[src/rtl/drw_wrtfifo_burst_if.sv]
// FIFO-read and AXI4 W-channel signals of the draw write-data adapter.
// The master modport is the adapter side; slave is the FIFO/interconnect side.
interface drw_wrtfifo_burst_if #(
  parameter int unsigned DATA_W = 32
);
  logic              EMPTY;
  logic              RD;
  logic              VALID;
  logic [DATA_W-1:0] DOUT;
  logic              WREADY;
  logic              WVALID;
  logic [DATA_W-1:0] WDATA;
  logic [DATA_W/8-1:0] WSTRB;
  logic              WLAST;

  modport master (
    input  EMPTY, VALID, DOUT, WREADY,
    output RD, WVALID, WDATA, WSTRB, WLAST
  );

  modport slave (
    output EMPTY, VALID, DOUT, WREADY,
    input  RD, WVALID, WDATA, WSTRB, WLAST
  );
endinterface

[src/rtl/drw_wrtfifo_burst.sv]
// Write-FIFO to AXI4 W-channel adapter: 2-entry prefetch, fixed-length bursts, one per AW credit.
// Define DRW_WRT_PAD_EN to zero-pad an incomplete final burst after WRT_FIN (S_PAD).
module drw_wrtfifo_burst #(
  parameter int unsigned DATA_W    = 32,
  parameter int unsigned BURST_LEN = 16,
  parameter int unsigned CRED_W    = 3
) (
  input  logic ACLK,
  input  logic ARESETN,
  input  logic CLR,
  input  logic AW_ACK,
  input  logic WRT_FIN,
  drw_wrtfifo_burst_if.master bus,
  output logic BUSY,
  output logic OVF
);

  localparam logic [1:0] S_IDLE  = 2'd0;
  localparam logic [1:0] S_BURST = 2'd1;
`ifdef DRW_WRT_PAD_EN
  localparam logic [1:0] S_PAD   = 2'd2;
`endif

  localparam int unsigned     BC_W      = (BURST_LEN > 1) ? $clog2(BURST_LEN) : 1;
  localparam logic [BC_W-1:0] LAST_BEAT = BC_W'(BURST_LEN - 1);
  localparam logic [CRED_W-1:0] CRED_MAX = '1;

  logic [1:0]        state;
  logic [DATA_W-1:0] mem [2];
  logic              hd;
  logic [1:0]        occ;
  logic              in_flight;
  logic              drop;
  logic [CRED_W-1:0] credits;
  logic [CRED_W-1:0] cred_nx;
  logic [BC_W-1:0]   beat_cnt;
  logic              fin_pend;

  logic beat, last_hs, pop, push, cred_inc, is_last;

  assign beat    = bus.WVALID && bus.WREADY;
  assign last_hs = beat && bus.WLAST;
  assign pop     = beat && (state == S_BURST);
  assign push    = bus.VALID && !drop;
  assign is_last = (beat_cnt == LAST_BEAT);

  // The same-cycle pop is counted as free space so a draining buffer refills
  // without a bubble; occupancy + in_flight still never exceeds 2.
  assign bus.RD = ARESETN && !CLR && !bus.EMPTY &&
                  ((3'(occ) + 3'(in_flight)) < (3'd2 + 3'(pop)));

  assign cred_inc = AW_ACK && ((credits != CRED_MAX) || last_hs);
  assign cred_nx  = credits + CRED_W'(cred_inc) - CRED_W'(last_hs);

  assign BUSY = (state != S_IDLE) || (credits != '0);

`ifdef DRW_WRT_PAD_EN
  logic to_pad;
  assign to_pad = (state == S_BURST) && fin_pend && (beat_cnt != '0) &&
                  (occ == 2'd0) && !in_flight && bus.EMPTY;
`else
  logic unused_fin;
  assign unused_fin = WRT_FIN ^ fin_pend;
`endif

  always_comb begin
    bus.WVALID = 1'b0;
    bus.WDATA  = '0;
    bus.WSTRB  = '0;
    bus.WLAST  = 1'b0;
    case (state)
      S_BURST: begin
        bus.WVALID = (occ != 2'd0);
        bus.WDATA  = mem[hd];
        bus.WSTRB  = '1;
        bus.WLAST  = is_last;
      end
`ifdef DRW_WRT_PAD_EN
      S_PAD: begin
        bus.WVALID = 1'b1;
        bus.WLAST  = is_last;
      end
`endif
      default: ;
    endcase
  end

  always_ff @(posedge ACLK) begin
    if (!ARESETN || CLR) begin
      state     <= S_IDLE;
      hd        <= 1'b0;
      occ       <= 2'd0;
      in_flight <= 1'b0;
      drop      <= 1'b1;
      credits   <= '0;
      beat_cnt  <= '0;
      fin_pend  <= 1'b0;
      OVF       <= 1'b0;
      for (int unsigned i = 0; i < 2; i++) mem[i] <= '0;
    end else begin
      if (push) mem[hd ^ occ[0]] <= bus.DOUT;
      if (pop) hd <= ~hd;
      occ       <= occ + 2'(push) - 2'(pop);
      in_flight <= bus.RD;
      drop      <= 1'b0;
      credits   <= cred_nx;
      if (AW_ACK && (credits == CRED_MAX) && !last_hs) OVF <= 1'b1;
      if (beat) beat_cnt <= is_last ? '0 : beat_cnt + 1'b1;

      case (state)
        S_IDLE:
          if (credits != '0) state <= S_BURST;
        S_BURST: begin
          if (last_hs && (cred_nx == '0)) state <= S_IDLE;
`ifdef DRW_WRT_PAD_EN
          else if (to_pad) state <= S_PAD;
`endif
        end
`ifdef DRW_WRT_PAD_EN
        S_PAD:
          if (last_hs) state <= (cred_nx != '0) ? S_BURST : S_IDLE;
`endif
        default: state <= S_IDLE;
      endcase

`ifdef DRW_WRT_PAD_EN
      if (to_pad) fin_pend <= 1'b0;
      else if (WRT_FIN) fin_pend <= 1'b1;
`endif
    end
  end

endmodule

[src/flat_wrapper.sv]
// flat-port wrapper written by rule: the top's interface ports become plain ports
module drw_wrtfifo_burst_flat 
#(
  parameter int unsigned DATA_W    = 32,
  parameter int unsigned BURST_LEN = 16,
  parameter int unsigned CRED_W    = 3
)
  (ACLK, ARESETN, CLR, AW_ACK, WRT_FIN, BUSY, OVF, bus_EMPTY, bus_VALID, bus_DOUT, bus_WREADY, bus_RD, bus_WVALID, bus_WDATA, bus_WSTRB, bus_WLAST);
  drw_wrtfifo_burst_if #(.DATA_W(DATA_W)) bus_i ();
  input  logic ACLK;
  input  logic ARESETN;
  input  logic CLR;
  input  logic AW_ACK;
  input  logic WRT_FIN;
  output logic BUSY;
  output logic OVF;
  input wire logic [$bits(bus_i.EMPTY)-1:0] bus_EMPTY;
  input wire logic [$bits(bus_i.VALID)-1:0] bus_VALID;
  input wire logic [$bits(bus_i.DOUT)-1:0] bus_DOUT;
  input wire logic [$bits(bus_i.WREADY)-1:0] bus_WREADY;
  output wire logic [$bits(bus_i.RD)-1:0] bus_RD;
  output wire logic [$bits(bus_i.WVALID)-1:0] bus_WVALID;
  output wire logic [$bits(bus_i.WDATA)-1:0] bus_WDATA;
  output wire logic [$bits(bus_i.WSTRB)-1:0] bus_WSTRB;
  output wire logic [$bits(bus_i.WLAST)-1:0] bus_WLAST;
  assign bus_i.EMPTY = bus_EMPTY;
  assign bus_i.VALID = bus_VALID;
  assign bus_i.DOUT = bus_DOUT;
  assign bus_i.WREADY = bus_WREADY;
  assign bus_RD = bus_i.RD;
  assign bus_WVALID = bus_i.WVALID;
  assign bus_WDATA = bus_i.WDATA;
  assign bus_WSTRB = bus_i.WSTRB;
  assign bus_WLAST = bus_i.WLAST;
  drw_wrtfifo_burst #(.DATA_W(DATA_W), .BURST_LEN(BURST_LEN), .CRED_W(CRED_W)) u_core (.ACLK(ACLK), .ARESETN(ARESETN), .CLR(CLR), .AW_ACK(AW_ACK), .WRT_FIN(WRT_FIN), .bus(bus_i), .BUSY(BUSY), .OVF(OVF));
endmodule
[config.mk]
export PLATFORM = sky130hd
export DESIGN_NAME = drw_wrtfifo_burst_flat
export DESIGN_NICKNAME = d
export VERILOG_FILES = /design/src/rtl/drw_wrtfifo_burst_if.sv /design/src/rtl/drw_wrtfifo_burst.sv /design/src/flat_wrapper.sv
export SDC_FILE = /design/constraint.sdc
export NUM_CORES = 1
export LEC_CHECK = 0
export ABC_AREA = 1
export BUFFER_PORTS_ARGS = -buffer_cell sky130_fd_sc_hd__buf_2
export CORE_ASPECT_RATIO = 1.4
export CORE_MARGIN = 1
export CORE_UTILIZATION = 58
export DETAILED_ROUTE_END_ITERATION = 8
export PLACE_DENSITY_LB_ADDON = 0.15
export RECOVER_POWER = 25
export SLEW_MARGIN = 5
export SYNTH_ARGS = -nofsm -noshare
export SYNTH_HDL_FRONTEND = slang
export SYNTH_SLANG_ARGS = --single-unit
[constraint.sdc]
create_clock -name ACLK -period 3.6 [get_ports ACLK]
set_input_delay 0.18 -clock ACLK [delete_from_list [all_inputs] [get_ports ACLK]]
set_output_delay 0.18 -clock ACLK [all_outputs]
set_load 0.01 [all_outputs]
==> impl_metrics.env <==
export IMPL_clockBufferDepth=2
export IMPL_area_growth_pct=17.2
export IMPL_fin_util_pct=71.7
export IMPL_power_total_w=0.00187
export IMPL_cts_clk_slew_worst_paths_ns=0.08
export IMPL_min_delay_start="bus_EMPTY"
export IMPL_die_y_um=95.7
export IMPL_port_buffers=79
export IMPL_dr_pass1_iters=4
export IMPL_cts_root_buffer="clkbuf_8"
export IMPL_crit_path_end_kind="flip-flop"
export IMPL_insertion_delay_ns=0.36
export IMPL_final_setup_skew_ns=0.0113
export IMPL_path_max_fanout=33
export IMPL_seq_area_frac_synth_pct=61.1
export IMPL_fin_crit_sh_pct=75.1
export IMPL_status="finished, violations left"
export IMPL_final_cell_mix="146 x nor2_1, 77 x buf_2, 64 x edfxtp_1"
export IMPL_first_global_vias=2574
export IMPL_grt_busiest_layer="met2"
export IMPL_layout_drive_gt1_share_pct=22.1
export IMPL_worstSetupStartpointType="primary input"
export IMPL_grt_max_degree=37
export IMPL_multi_input_area_mm2=0.00107
export IMPL_htree_levels=3
export IMPL_violations="capacitance limit, slew limit"
export IMPL_setup_violations_final=0
export IMPL_cts_sinks=79
export IMPL_core_area_mm2=0.00595
export IMPL_nNetsFinal=518
export IMPL_regArea_mm2=0.00222
export IMPL_grt_pass1_wl_um=11200
export IMPL_vias=2728
export IMPL_ant_nets=0
export IMPL_grt_overflow=0
export IMPL_met3_usage_pct=4.50
export IMPL_hold_depth=4
export IMPL_finalSetupTns_ns=0
export IMPL_cts_hold_buf=0
export IMPL_p_per_area_mw_per_mm2=438
export IMPL_hold_path_class="in -> reg"
export IMPL_p_leak_nw=2.17
export IMPL_drtIter0Drc=234
export IMPL_dp_hpwl_um=4620
export IMPL_grt_use_met2_pct=42.5
export IMPL_fill_cells=476
export IMPL_syn_avg_cell_area_um2=9.26
export IMPL_grt_use_total_pct=24.0
export IMPL_drc=0
export IMPL_initial_utilization_pct=61.2
export IMPL_yosys_warnings=0
export IMPL_rr_worst_depth=14
export IMPL_worstSetupPathType="in -> reg"
export IMPL_critPathArrivalTime_ns=2.71
export IMPL_via_per_inst=5.01
export IMPL_tightest_slew_ns=1.51
export IMPL_r2r_setup_slack_ns=0.93
export IMPL_layout_commonest_cell="nor2_1"
export IMPL_gp_congestion=0.780
export IMPL_layout_min_cycle_time_ns=2.71
export IMPL_antenna_found_initial=0
export IMPL_syn_inst=393
export IMPL_max_cap_violations=1
export IMPL_rsz0062_at_grt="no"
export IMPL_cts_setup_buffers=0
export IMPL_wl_per_cell_um=13.3
export IMPL_cts_tree="yes"
export IMPL_syn_nets=441
export IMPL_whs_endpoint="u_core.in_flight"
export IMPL_ioPinCount=81
export IMPL_drv_slew=33
export IMPL_cts_buffers=9
export IMPL_slew_headroom_pct=-0.834
export IMPL_diodes=0
export IMPL_r2r_start="u_core.occ[0]"
export IMPL_routed_wl_um=7250
export IMPL_finalHoldViolCount=0
export IMPL_ir_drop_mv=0.351
export IMPL_post_synth_top_area_fraction_pct=52.8
export IMPL_post_synth_top_area_cell="edfxtp_1"
export IMPL_cp_required_ns=3.60
export IMPL_synth_cell_types=23
export IMPL_yosys_register_bits=79
export IMPL_cts_resized=0
export IMPL_dieArea_mm2=0.00660
export IMPL_use_met1_pct=25.9
export IMPL_netlist_area_mm2=0.00364
export IMPL_r2r_end="u_core.state[0]"
export IMPL_die_w_um=68.9
export IMPL_rows=33
export IMPL_synth_area_top_cells="edfxtp_1 53%, nor2_1 15%, dfxtp_1 8.3%"
export IMPL_max_freq_mhz=370
==> flip-flops by register name, summed over array words and instances (netlist names), named ones only <==
register	count
u_core.mem	64
u_core.state	1
u_core.beat_cnt	4
u_core.in_flight	1
u_core.OVF	1
u_core.credits	3
u_core.drop	1
u_core.hd	1
u_core.occ	2
==> critical path: stages <==
cell and delay [ns]:
buf_2 0.09, nor2_1 0.58, nand3b_1 1.09, nand2_1 0.31, buf_4 0.44
==> area by class of cell <==
class | count | area share (%)
clock buffer | 10 | 3.23
clock inverter | 6 | 2.17
inverter | 60 | 5.40
multi-input combinational | 236 | 25.0
sequential | 79 | 52.1
tap | 70 | 2.05
timing repair buffer | 84 | 10.0
==> cells by family (layout without fill, tap and decap cells) <==
kind of cell / Yosys count / after routing / synth area share [%]
flops: 79 / 79 / 61.1
simple gates: 184 / 184 / 21.0
buf+inv: 78 / 160 / 8.70
fa+ha+maj: 8 / 8 / 2.96
xor+xnor: 2 / 2 / 0.482
compound gates: 42 / 42 / 5.78
==> cells in the mapped netlist <==
cell type and n:
buf_2 6, o21ai_0 33, buf_4 3, nand4_1 4, inv_2 3, a21oi_1 9, nand3b_4 1, clkinv_4 1
fa_1 1, dfxtp_1 15, nand3_1 3, nor2_2 1, nand2_1 24, ha_1 7, nand2_4 1, nor2_4 2
xnor2_1 2, nor2_1 144, inv_1 56, nand3_2 2, nand2_2 2, edfxtp_1 64, clkbuf_1 9
==> per-stage QoR <==
step / setup WS (ns) / std cells / cell area [um2] / hold WS [ns]
finish: 0.895 / 545 / 4260 / 0.0971
global route: 0.708 / 545 / 4260 / 0.101
CTS: 1.14 / 545 / 4300 / 0.0889
detailed placement: 1.16 / 529 / 4070 / 0.439
global placement: 1.21 / 529 / 4070 / 0.435
floorplan: 1.24 / 393 / 3640 / 0.343
==> how the worst max path moves through the flow <==
stage | start | to | slack (ns) | depth (start not counted)
6_report | CLR | u_core.mem[1][16] | 0.89 | 5
5_1_grt | u_core.occ[0] | u_core.state[0] | 0.71 | 14
4_1_cts | u_core.beat_cnt[1] | u_core.state[0] | 1.14 | 15
3_5_place_dp | u_core.beat_cnt[1] | u_core.state[0] | 1.16 | 15
3_3_place_gp | u_core.beat_cnt[0] | u_core.state[0] | 1.21 | 15
2_1_floorplan | u_core.state[0] | u_core.state[0] | 1.24 | 14
==> power breakdown <==
group          switching [W]  internal, W  leakage [nW]
Sequential         0.0000100      0.00102         0.835
Combinational      0.0000589    0.0000321          1.22
Clock               0.000333     0.000413         0.109
Total               0.000401      0.00146          2.17
==> metal layers <==
metal | part of all wire, % | vias up
met5 | 0 | -
met3 | 4.9 | 14
met1 | 40 | 1235
met2 | 53 | 85
li1 | - | 1394
met4 | 2.3 | 0
(Power assumes the default switching activity.)
